$ cat config.mk
export PLATFORM = sky130hd
export DESIGN_NAME = hamming74_serial_tx
export DESIGN_NICKNAME = d
export VERILOG_FILES = /design/src/rtl/hamming_pkg.sv /design/src/rtl/hamming74_enc.sv /design/src/rtl/hamming74_serial_tx.sv
export SDC_FILE = /design/constraint.sdc
export NUM_CORES = 1
export LEC_CHECK = 0
export CAP_MARGIN = 20
export CORE_ASPECT_RATIO = 1.5
export CORE_MARGIN = 2
export CORE_UTILIZATION = 30
export CTS_BUF_LIST = sky130_fd_sc_hd__clkbuf_2
export DETAILED_ROUTE_END_ITERATION = 8
export MAX_ROUTING_LAYER = met4
export PLACE_DENSITY_LB_ADDON = 0.15
export REMOVE_ABC_BUFFERS = 1
export SLEW_MARGIN = 5
export SYNTH_ARGS = -nofsm -noshare
export SYNTH_HDL_FRONTEND = slang
export SYNTH_SLANG_ARGS = --single-unit
$ cat constraint.sdc
create_clock -name clk -period 1.65 [get_ports clk]
set_input_delay 0.2475 -clock clk [delete_from_list [all_inputs] [get_ports clk]]
set_output_delay 0.2475 -clock clk [all_outputs]
set_load 0.05 [all_outputs]
$ cat src/rtl/hamming_pkg.sv
// Shared Hamming(7,4) definitions for the serial transmit and receive ends.
package hamming_pkg;

  localparam int CW_W   = 7;
  localparam int DATA_W = 4;

  typedef enum logic [1:0] {
    IDLE = 2'd0,
    LOW  = 2'd1,
    HIGH = 2'd2,
    DONE = 2'd3
  } state_e;

  // Bit i of the result holds codeword position i+1: p1 p2 d1 p3 d2 d3 d4.
  function automatic logic [CW_W-1:0] hamming74_encode(input logic [DATA_W-1:0] nib);
    logic p1;
    logic p2;
    logic p3;
    p1 = nib[0] ^ nib[1] ^ nib[3];
    p2 = nib[0] ^ nib[2] ^ nib[3];
    p3 = nib[1] ^ nib[2] ^ nib[3];
    return {nib[3], nib[2], nib[1], p3, nib[0], p2, p1};
  endfunction

endpackage

$ cat src/rtl/hamming74_enc.sv
// Combinational nibble-to-codeword Hamming(7,4) encoder.
module hamming74_enc
  import hamming_pkg::*;
(
  input  logic [DATA_W-1:0] nibble,
  output logic [CW_W-1:0]   codeword
);

  assign codeword = hamming74_encode(nibble);

endmodule

$ cat src/rtl/hamming74_serial_tx.sv
// Serial Hamming(7,4) transmitter: encodes a nibble and shifts it out as d_out/strobe_out.
// Optional HAMMING_ERR_INJECT_EN adds err_pos to flip one codeword position at accept.
module hamming74_serial_tx
  import hamming_pkg::*;
#(
  parameter int STROBE_HALF = 4
) (
  input  logic              clk,
  input  logic              rst_n,
  input  logic [DATA_W-1:0] d_in,
  input  logic              start,
`ifdef HAMMING_ERR_INJECT_EN
  input  logic [2:0]        err_pos,
`endif
  output logic              d_out,
  output logic              strobe_out,
  output logic              busy,
  output logic              done
);

  localparam int                PH_W     = (STROBE_HALF > 1) ? $clog2(STROBE_HALF) : 1;
  localparam logic [PH_W-1:0]   PH_LAST  = PH_W'(STROBE_HALF - 1);
  localparam logic [PH_W-1:0]   PH_ONE   = PH_W'(1);
  localparam logic [2:0]        BIT_LAST = 3'd6;

  logic [CW_W-1:0] cw_clean_s;
  logic [CW_W-1:0] cw_load_s;
  logic [CW_W-1:0] shift_nxt_s;

  state_e          state_q,  state_d;
  logic [PH_W-1:0] phase_q,  phase_d;
  logic [2:0]      bit_q,    bit_d;
  logic [CW_W-1:0] shift_q,  shift_d;
  logic            d_out_q,  d_out_d;
  logic            strobe_q, strobe_d;
  logic            busy_q,   busy_d;
  logic            done_q,   done_d;

  hamming74_enc u_enc (
    .nibble   (d_in),
    .codeword (cw_clean_s)
  );

`ifdef HAMMING_ERR_INJECT_EN
  logic [CW_W-1:0] err_mask_s;
  // Position 0 means "no injection"; positions 1..7 map to shift bits 0..6.
  always_comb begin
    if (err_pos != 3'd0) begin
      err_mask_s = 7'd1 << (err_pos - 3'd1);
    end else begin
      err_mask_s = 7'd0;
    end
  end
  assign cw_load_s = cw_clean_s ^ err_mask_s;
`else
  assign cw_load_s = cw_clean_s;
`endif

  assign shift_nxt_s = {1'b0, shift_q[CW_W-1:1]};

  // Next-state and next-output logic; outputs are registered alongside the state.
  always_comb begin
    state_d  = state_q;
    phase_d  = phase_q;
    bit_d    = bit_q;
    shift_d  = shift_q;
    d_out_d  = d_out_q;
    strobe_d = strobe_q;
    busy_d   = busy_q;
    done_d   = 1'b0;
    case (state_q)
      IDLE: begin
        if (start) begin
          state_d  = LOW;
          shift_d  = cw_load_s;
          bit_d    = 3'd0;
          phase_d  = '0;
          d_out_d  = cw_load_s[0];
          strobe_d = 1'b0;
          busy_d   = 1'b1;
        end else begin
          d_out_d  = 1'b0;
          strobe_d = 1'b0;
          busy_d   = 1'b0;
        end
      end
      LOW: begin
        if (phase_q == PH_LAST) begin
          state_d  = HIGH;
          phase_d  = '0;
          strobe_d = 1'b1;
        end else begin
          phase_d  = phase_q + PH_ONE;
        end
      end
      HIGH: begin
        if (phase_q == PH_LAST) begin
          phase_d  = '0;
          strobe_d = 1'b0;
          shift_d  = shift_nxt_s;
          // d_out only moves here, at the start of LOW, never on a strobe edge.
          if (bit_q == BIT_LAST) begin
            state_d = DONE;
            done_d  = 1'b1;
            busy_d  = 1'b0;
            d_out_d = 1'b0;
          end else begin
            state_d = LOW;
            bit_d   = bit_q + 3'd1;
            d_out_d = shift_nxt_s[0];
          end
        end else begin
          phase_d  = phase_q + PH_ONE;
        end
      end
      DONE: begin
        state_d  = IDLE;
        d_out_d  = 1'b0;
        strobe_d = 1'b0;
        busy_d   = 1'b0;
      end
      default: begin
        state_d  = IDLE;
        phase_d  = '0;
        bit_d    = 3'd0;
        shift_d  = '0;
        d_out_d  = 1'b0;
        strobe_d = 1'b0;
        busy_d   = 1'b0;
      end
    endcase
  end

  // State, counters, shift register and output flops.
  always_ff @(posedge clk or negedge rst_n) begin
    if (!rst_n) begin
      state_q  <= IDLE;
      phase_q  <= '0;
      bit_q    <= 3'd0;
      shift_q  <= '0;
      d_out_q  <= 1'b0;
      strobe_q <= 1'b0;
      busy_q   <= 1'b0;
      done_q   <= 1'b0;
    end else begin
      state_q  <= state_d;
      phase_q  <= phase_d;
      bit_q    <= bit_d;
      shift_q  <= shift_d;
      d_out_q  <= d_out_d;
      strobe_q <= strobe_d;
      busy_q   <= busy_d;
      done_q   <= done_d;
    end
  end

  assign d_out      = d_out_q;
  assign strobe_out = strobe_q;
  assign busy       = busy_q;
  assign done       = done_q;

endmodule

* After elaboration in Yosys (flattened, before gate mapping)
Index checks and enable logic that the tools add are counted.
** Operators by class
- Add/subtract/negate cells :: 2
- Equality and inequality tests :: 10
- Reductions and logical operators :: 13
- Mux-type cells :: 29
- Bitwise logic cells :: 6
** Operator list (count)
- $mux W7 :: 2
- $pmux W7 S2 :: 1
- $mux W2 :: 6
- $mux W1 :: 11
- $ne A2 B2 Y1 const B :: 5
- $mux W3 :: 3
- $pmux W1 S3 :: 3
- $reduce_and A3 Y1 :: 3
- $pmux W2 S4 :: 1
- $eq A2 B2 Y1 const B :: 3
- $pmux W3 S2 :: 1
- $reduce_and A2 Y1 :: 3
- $xor A1 B1 Y1 :: 6
- $pmux W2 S2 :: 1
- $reduce_and A4 Y1 :: 1
- $reduce_bool A2 Y1 :: 2
- $reduce_or A2 Y1 :: 2
- $add A3 B1 Y3 const B :: 1
- $eq A3 B3 Y1 const B :: 1
- $reduce_bool A3 Y1 :: 1
- $add A2 B1 Y2 const B :: 1
- $eq A2 B1 Y1 const B :: 1
- $logic_not A2 Y1 :: 1
** Storage, ports and cells
- Register bits :: 18
- Word-level logic and storage cells :: 68
- Bits of input ports :: 7

* Depth between registers and ports, before layout
Gate-level depths: netlist (run 1).
- Depth after elaboration :: 4
- Mapped depth :: 7

* By module
Synthesis (run 1) repeated with hierarchy kept, for this count alone.
** Unflattened totals
- Cell total of the unflattened synthesis :: 97
- Area, all modules :: 1096.1 um^2
** Modules (own cells, without submodules)
- hamming74_serial_tx :: cells an instance 90, area each 994.7 um^2, times used 1, seq. area each 425.4 um^2
- hamming74_enc :: cells an instance 7, area each 101.3 um^2, times used 1, seq. area each 0.0 um^2

* Least setup slack after synthesis (run 1)
OpenSTA, ideal clock, no wires.
- Kind :: register -> register
- From :: reg state_q[0]
- To :: reg strobe_q (netlist: strobe_out)
- Setup slack :: 122 ps
- Buffers on the path :: 1
- Data required time :: 1522 ps
- Cell stages (with the launch flop) :: 7
- Arrival time :: 1400 ps
- Cell sequence :: dfrtp_1 -> inv_1 -> ha_1 -> buf_6 -> nor2b_4 -> a21oi_1 -> mux2_1
** On the way
- Cells in the longest elaborated chain, start to end :: 3
- Elaborated cells between the ends (all ways) :: 9
- Classes of those cells :: eq/ne: 5; mux: 1; reduce/logical: 3
** Ends and longest elaborated chain
- start: declaration :: line hamming74_serial_tx.sv:30 : state_e state_q, state_d;
- start signal: assignment :: line hamming74_serial_tx.sv:146 : state_q <= state_d;
- $eq A2 B2 Y1 (tied with other cells) :: line hamming74_serial_tx.sv:71 : case (state_q)
- $reduce_or A2 Y1 (no line) or $ne A2 B2 Y1 (tied branches)
- $pmux W1 S3 or $reduce_and A2 Y1 (tied branches)
- end signal: assignment :: line hamming74_serial_tx.sv:151 : strobe_q <= strobe_d;
- end: declaration :: line hamming74_serial_tx.sv:35 : logic strobe_q, strobe_d;
Several ways; a longest one is shown, not always the timed one.
A chain may end at the register's enable or synchronous reset.

* Worst setup path after layout (run 1)
- From :: reg state_q[0]
- To :: reg shift_q[1]
** On the way
- Cells in the longest elaborated chain, start to end :: 3
- Elaborated cells between the ends (all ways) :: 7
- Classes of those cells :: eq/ne: 3; mux: 1; reduce/logical: 3
** Ends and longest elaborated chain
- $eq A2 B2 Y1 or $logic_not A2 Y1 (tied branches) :: line hamming74_serial_tx.sv:71
- $ne A2 B2 Y1 (no line) or $reduce_bool A2 Y1 (tied branches)
- $reduce_and A3 Y1 (no line)
- end signal: assignment :: line hamming74_serial_tx.sv:149 : shift_q <= shift_d;
- end: declaration :: line hamming74_serial_tx.sv:33 : logic [CW_W-1:0] shift_q, shift_d;
Several ways; a longest one is shown, not always the timed one.

==> flow_metrics.env, run 1 <==
export IMPL_status="completed"
export IMPL_period_share=0.936
export IMPL_path_clk_slew_ns=0.18
export IMPL_cts_hold_buffers_added=0
export IMPL_cts_tree="built"
export IMPL_remaining_drc_errors=0
export IMPL_hold_violations=0
export IMPL_cp_start_kind="flop"
export IMPL_dpl_hpwl_um=1680
export IMPL_fmax_mhz=648
export IMPL_syn_avg_cell_area_um2=10.7
export IMPL_num_nets_final=134
export IMPL_setup_viol=0
export IMPL_min_period_ns=1.54
export IMPL_routed_wl_um=2180
export IMPL_drive_above_1_share=0.207
export IMPL_final_fill_count=356
export IMPL_worst_pin_slew_ns=0.342
export IMPL_cp_max_fo=12
export IMPL_htreeDepth=1
export IMPL_die_x_um=52.5
export IMPL_n_antenna_cell=0
export IMPL_grt_overflow_total=0
export IMPL_cts_buffer_depth=2
export IMPL_detail_route_first_pass_iterations=3
export IMPL_path_class="reg2reg"
export IMPL_hp_class="in2async"
export IMPL_cts_buffers=3
export IMPL_ant_nets=0
export IMPL_ir_drop_v=0.000667
export IMPL_grt_max_degree=18
export IMPL_rows=26
export IMPL_syn2layout_area_growth_pct=18.3
export IMPL_cts_root_buffer="clkbuf_2"
export IMPL_grtUsageTotal=0.122
export IMPL_cp_arrival_ns=1.77
export IMPL_grt_pass1_vias=817
export IMPL_dieArea_um2=4030
export IMPL_finClkSkew_ns=0.00644
export IMPL_stdcell_count=158
export IMPL_start_util=0.313
export IMPL_io_buffers=10
export IMPL_die_y_um=76.8
export IMPL_end_kind="flop"
export IMPL_place_inst=154
export IMPL_wl_per_cell_um=13.8
export IMPL_synth_cells=99
export IMPL_grt_pass1_wl_um=3590
export IMPL_slew_limit_headroom=0.771
export IMPL_core_um2=3380
export IMPL_clk_insertion_delay_late_ns=0.30
export IMPL_ys_types=31
export IMPL_vias=761
export IMPL_fin_util=0.371
export IMPL_multi_input_area_um2=591
export IMPL_yosys_warnings=0
export IMPL_regArea_um2=425
export IMPL_netlist_area_um2=1060
export IMPL_ys_seq_elements=17
export IMPL_maxCapViolations=0
export IMPL_crit_required_ns=1.88
export IMPL_drt_iter0_drc=9
export IMPL_pwr_density_cell_nw_per_um2=1810
export IMPL_clock_sinks=17
export IMPL_report_final_slew_viol_count=0
export IMPL_antenna_found_initial=0
export IMPL_rsz0062_at_grt="yes"
export IMPL_place_congestion=0.736
export IMPL_ys_seq_area_frac=0.401
export IMPL_ios=11
export IMPL_leakage_uw=0.000556
export IMPL_routed_via_density=4.82
[metal layers]
layer	GRT usage	wire, µm	vias to the layer above
li1	-	-	381
met1	0.129	872	370
met2	0.220	1230	8
met3	0.0136	55	2
met4	0.0462	14	0
met5	-	0	-
[registers in the layout (all words and copies together) (netlist names)]
register	flops
d_out	1
shift_q	6
state_q	2
done	1
phase_q	2
strobe_out	1
busy	1
bit_q	3
[final timing paths]
kind | startpoint | to | slack, ns | depth (start not counted)
max in group asynchronous | rst_n | bit_q[2]$_DFFE_PN0P_ | 1.20 | 2
min reg2reg | busy$_DFFE_PN0P_ | busy$_DFFE_PN0P_ | 0.51 | 2
min | rst_n | phase_q[0]$_DFFE_PN0P_ | 0.25 | 2
max reg2reg | state_q[0]$_DFFE_PN0P_ | shift_q[1]$_DFFE_PN0P_ | 0.11 | 6
min in group clk | busy$_DFFE_PN0P_ | busy$_DFFE_PN0P_ | 0.51 | 2
max | state_q[0]$_DFFE_PN0P_ | shift_q[1]$_DFFE_PN0P_ | 0.11 | 6
[metrics by stage]
stage	setup TNS, ns	setup slack, ns	power, µW	cell area (µm²)	hold slack (ns)
after floorplan	-1.16	-0.200	1640	1030	-0.0481
after global placement	0	0.0352	2000	1220	0.470
after detailed placement	-0.00265	-0.00265	2040	1220	0.485
after CTS	0	0.00436	2250	1240	0.233
after global routing	-0.0394	-0.0394	2480	1250	0.236
final	0	0.106	2260	1250	0.249
[power breakdown]
part | internal, µW | switching [µW]
clock network | 54.9 | 140
registers | 587 | 110
logic | 591 | 781
[area by class of cell]
type,instances,share of cell area
timing repair buffer,16,0.108
clock inverter,1,0.00399
multi-input combinational,71,0.471
inverter,8,0.0240
tap,42,0.0419
sequential,17,0.339
clock buffer,3,0.0120
[cells in the final DEF (no fill, tap or decap), types with 5 or more instances in the layout]
cell / count
dfrtp_1: 17
buf_4: 10
nand2_1: 9
inv_1: 8
ha_1: 8
mux2i_1: 7
o21ai_1: 6
clkdlybuf4s50_1: 6
o21ai_0: 5
a21oi_1: 5
[cell usage after synthesis, drive strengths merged]
| cell type | number | share of area |
|---|---|---|
| dfrtp | 17 | 0.40 |
| o21ai | 11 | 0.052 |
| ha | 10 | 0.12 |
| nand2 | 9 | 0.032 |
| inv | 8 | 0.028 |
| mux2i | 7 | 0.066 |
| a21oi | 5 | 0.024 |
| xnor2 | 5 | 0.048 |
| nor2 | 4 | 0.014 |
| buf | 3 | 0.026 |
| nand2b | 3 | 0.020 |
| a32o | 2 | 0.019 |
| o22ai | 2 | 0.018 |
| a21boi | 1 | 0.0071 |
| a221oi | 1 | 0.025 |
| a31oi | 1 | 0.0059 |
| a41oi | 1 | 0.015 |
| and3 | 1 | 0.011 |
| mux2 | 1 | 0.011 |
| nand3 | 1 | 0.0047 |
| nand4 | 1 | 0.0059 |
| nor2b | 1 | 0.013 |
| o2111ai | 1 | 0.0083 |
| o211ai | 1 | 0.012 |
| o41ai | 1 | 0.0083 |
| or2b | 1 | 0.0071 |
[what timing repair did]
item                                   4_1_cts  5_1_grt
setup endpoints to repair                    0        7
buffers inserted                             0        0
resized for setup                            0        4
endpoints found under the hold margin        0        0
[critical path, cell delays in order, from the launching register on]
cell and delay, ns:
dfrtp_1 0.41, inv_1 0.12, ha_2 0.29, or2b_1 0.29, o211ai_4 0.17, nand2_1 0.10
o21ai_1 0.10
[cell families after synthesis]
logic type / synth area share
compound gates: 0.194
simple gates: 0.107
flops: 0.401
buf+inv: 0.0543
fa+ha+maj: 0.118
mux: 0.0767
xor+xnor: 0.0484
Power figures use the tool's default switching activity.
==> inputs of run 2 (changes only) <==
--- a/config.mk
+++ b/config.mk
@@ -8,7 +8,7 @@
 export CAP_MARGIN = 20
 export CORE_ASPECT_RATIO = 1.5
 export CORE_MARGIN = 2
-export CORE_UTILIZATION = 30
+export CORE_UTILIZATION = 40
 export CTS_BUF_LIST = sky130_fd_sc_hd__clkbuf_2
 export DETAILED_ROUTE_END_ITERATION = 8
 export MAX_ROUTING_LAYER = met4
==> run 2 against run 1 <==
Against the previous run:
- register-to-register slack got worse by 0.02 ns
- non-clock buffer count did not move
- count of clock-buffer cells in the layout rose by 1
- largest cell class unchanged
- highest routed layer unchanged
==> flow_metrics.env, run 2 (same netlist as run 1, synthesis figures left out) <==
export IMPL_status="completed"
export IMPL_cp_arrival_ns=1.74
export IMPL_cp_max_fo=7
export IMPL_htreeDepth=1
export IMPL_cp_start_kind="flop"
export IMPL_dieArea_um2=3090
export IMPL_place_inst=136
export IMPL_leakage_uw=0.000556
export IMPL_syn2layout_area_growth_pct=16.2
export IMPL_n_antenna_cell=0
export IMPL_drive_above_1_share=0.207
export IMPL_final_common_cell="dfrtp_1"
export IMPL_io_buffers=10
export IMPL_r2r_start="state_q[0]$_DFFE_PN0P_"
export IMPL_drt_iter0_drc=8
export IMPL_die_x_um=46.0
export IMPL_crit_path_cell_trace="inv_1, ha_2, nand2b_2, and3_4, o22ai_2, a41oi_2"
export IMPL_setup_slack_ns=0.0902
export IMPL_reg2reg_depth=6
export IMPL_worst_pin_slew_ns=0.316
export IMPL_detail_route_first_pass_iterations=4
export IMPL_finalInstanceArea_um2=1230
export IMPL_rr_endpoint="bit_q[2]$_DFFE_PN0P_"
export IMPL_dpl_hpwl_um=1540
export IMPL_report_final_slew_viol_count=0
export IMPL_ant_nets=0
export IMPL_rrSetupSlack_ns=0.09
export IMPL_core_um2=2480
export IMPL_cts_tree="built"
export IMPL_post_cts_buffers=0
export IMPL_placed_area_um2=1200
export IMPL_maxCapViolations=0
export IMPL_die_y_um=67.0
export IMPL_grt_max_degree=18
export IMPL_num_nets_final=134
export IMPL_largest_reg_flops=6
export IMPL_crit_required_ns=1.83
export IMPL_cts_root_buffer="clkbuf_2"
export IMPL_path_clk_slew_ns=0.18
export IMPL_slew_limit_headroom=0.788
export IMPL_fin_util=0.497
export IMPL_grtUsageTotal=0.161
export IMPL_critPathSlowestCell="dfrtp_1"
export IMPL_pwr_density_cell_nw_per_um2=1810
export IMPL_cts_buffers=3
export IMPL_place_congestion=0.799
export IMPL_rsz0062_at_grt="yes"
export IMPL_setup_viol=0
export IMPL_wl_per_cell_um=13.7
export IMPL_rows=22
export IMPL_finClkSkew_ns=0.00901
export IMPL_hold_violations=0
export IMPL_ir_drop_v=0.000717
export IMPL_hp_class="in2async"
export IMPL_power_uw=2230
export IMPL_top_register="shift_q"
export IMPL_place_ws_ns=0.0456
export IMPL_top_regs="shift_q: 6 flops, bit_q: 3 flops"
export IMPL_period_share=0.945
export IMPL_grt_pass1_vias=760
export IMPL_clk_insertion_delay_late_ns=0.30
export IMPL_layout_common_cells="17 x dfrtp_1, 10 x buf_4, 9 x nand2_1, 8 x inv_1, 8 x ha_1"
export IMPL_end_kind="flop"
export IMPL_routed_via_density=5.41
export IMPL_fmax_mhz=641
export IMPL_min_period_ns=1.56
export IMPL_cts_buffer_depth=2
export IMPL_vias=757
export IMPL_routed_wl_um=1910
export IMPL_grt_overflow_total=0
export IMPL_antenna_found_initial=0
export IMPL_path_class="reg2reg"
export IMPL_grt_pass1_wl_um=3480
export IMPL_clock_sinks=17
export IMPL_start_util=0.428
export IMPL_cp_slowest_stage_delay_ns=0.42
export IMPL_ios=11
export IMPL_remaining_drc_errors=0
export IMPL_stdcell_count=140
[run 2: critical path: cells and delay by family (launching register included)]
family | cells | cell delay [ns]
flops | 1 | 0.42
simple gates | 2 | 0.39
fa+ha+maj | 1 | 0.32
compound gates | 2 | 0.19
buf+inv | 1 | 0.13
[run 2: worst max-delay path by stage]
stage	start	end	slack (ns)	cells past startpoint
after floorplan	state_q[0]$_DFFE_PN0P_	strobe_out$_DFFE_PN0P_	-0.20	5
after global routing	state_q[0]$_DFFE_PN0P_	shift_q[4]$_DFFE_PN0P_	-0.02	5
final	state_q[0]$_DFFE_PN0P_	bit_q[2]$_DFFE_PN0P_	0.09	6
after detailed placement	state_q[0]$_DFFE_PN0P_	shift_q[4]$_DFFE_PN0P_	0.05	5
after CTS	state_q[0]$_DFFE_PN0P_	shift_q[4]$_DFFE_PN0P_	0.005	5
after global placement	state_q[0]$_DFFE_PN0P_	bit_q[2]$_DFFE_PN0P_	0.08	6
[run 2: area by class of cell]
class | count | area, µm²
clock buffer | 4 | 20.0
fill | 229 | 1250
inverter | 8 | 30.0
multi-input combinational | 71 | 591
sequential | 17 | 425
tap | 24 | 30.0
timing repair buffer | 16 | 135
[run 2: repair_timing]
action                                  CTS  global route
hold buffers                              0             0
resized for setup                         0             3
endpoints found under the setup margin    0             8
[run 2: layer usage]
| layer | share of wire | global-route usage |
|---|---|---|
| met4 | 0.011 | 0.0857 |
| met5 | 0 | - |
| met1 | 0.42 | 0.182 |
| met3 | 0.013 | 0.0163 |
| met2 | 0.56 | 0.269 |
[run 2: power by group]
group	switching (µW)	leakage (µW)	total, µW	internal, µW
combinational	740	0.000322	1330	589
clock	137	0.0000166	201	64.2
sequential	109	0.000218	696	587
[run 2: through the flow]
stage | hold WS, ns | TNS [ns]
3_3_place_gp | 0.468 | 0
6_report | 0.244 | 0
3_5_place_dp | 0.471 | 0
2_1_floorplan | -0.0481 | -1.16
5_1_grt | 0.238 | -0.0228
4_1_cts | 0.243 | 0
==> inputs of run 3 (changes only) <==
--- a/config.mk
+++ b/config.mk
@@ -5,6 +5,7 @@
 export SDC_FILE = /design/constraint.sdc
 export NUM_CORES = 1
 export LEC_CHECK = 0
+export ABC_CLOCK_PERIOD_IN_PS = 1650
 export CAP_MARGIN = 20
 export CORE_ASPECT_RATIO = 1.5
 export CORE_MARGIN = 2
==> results of run 3 <==
Same layout as run 2: the final DEF is identical, and so are final timing and power.
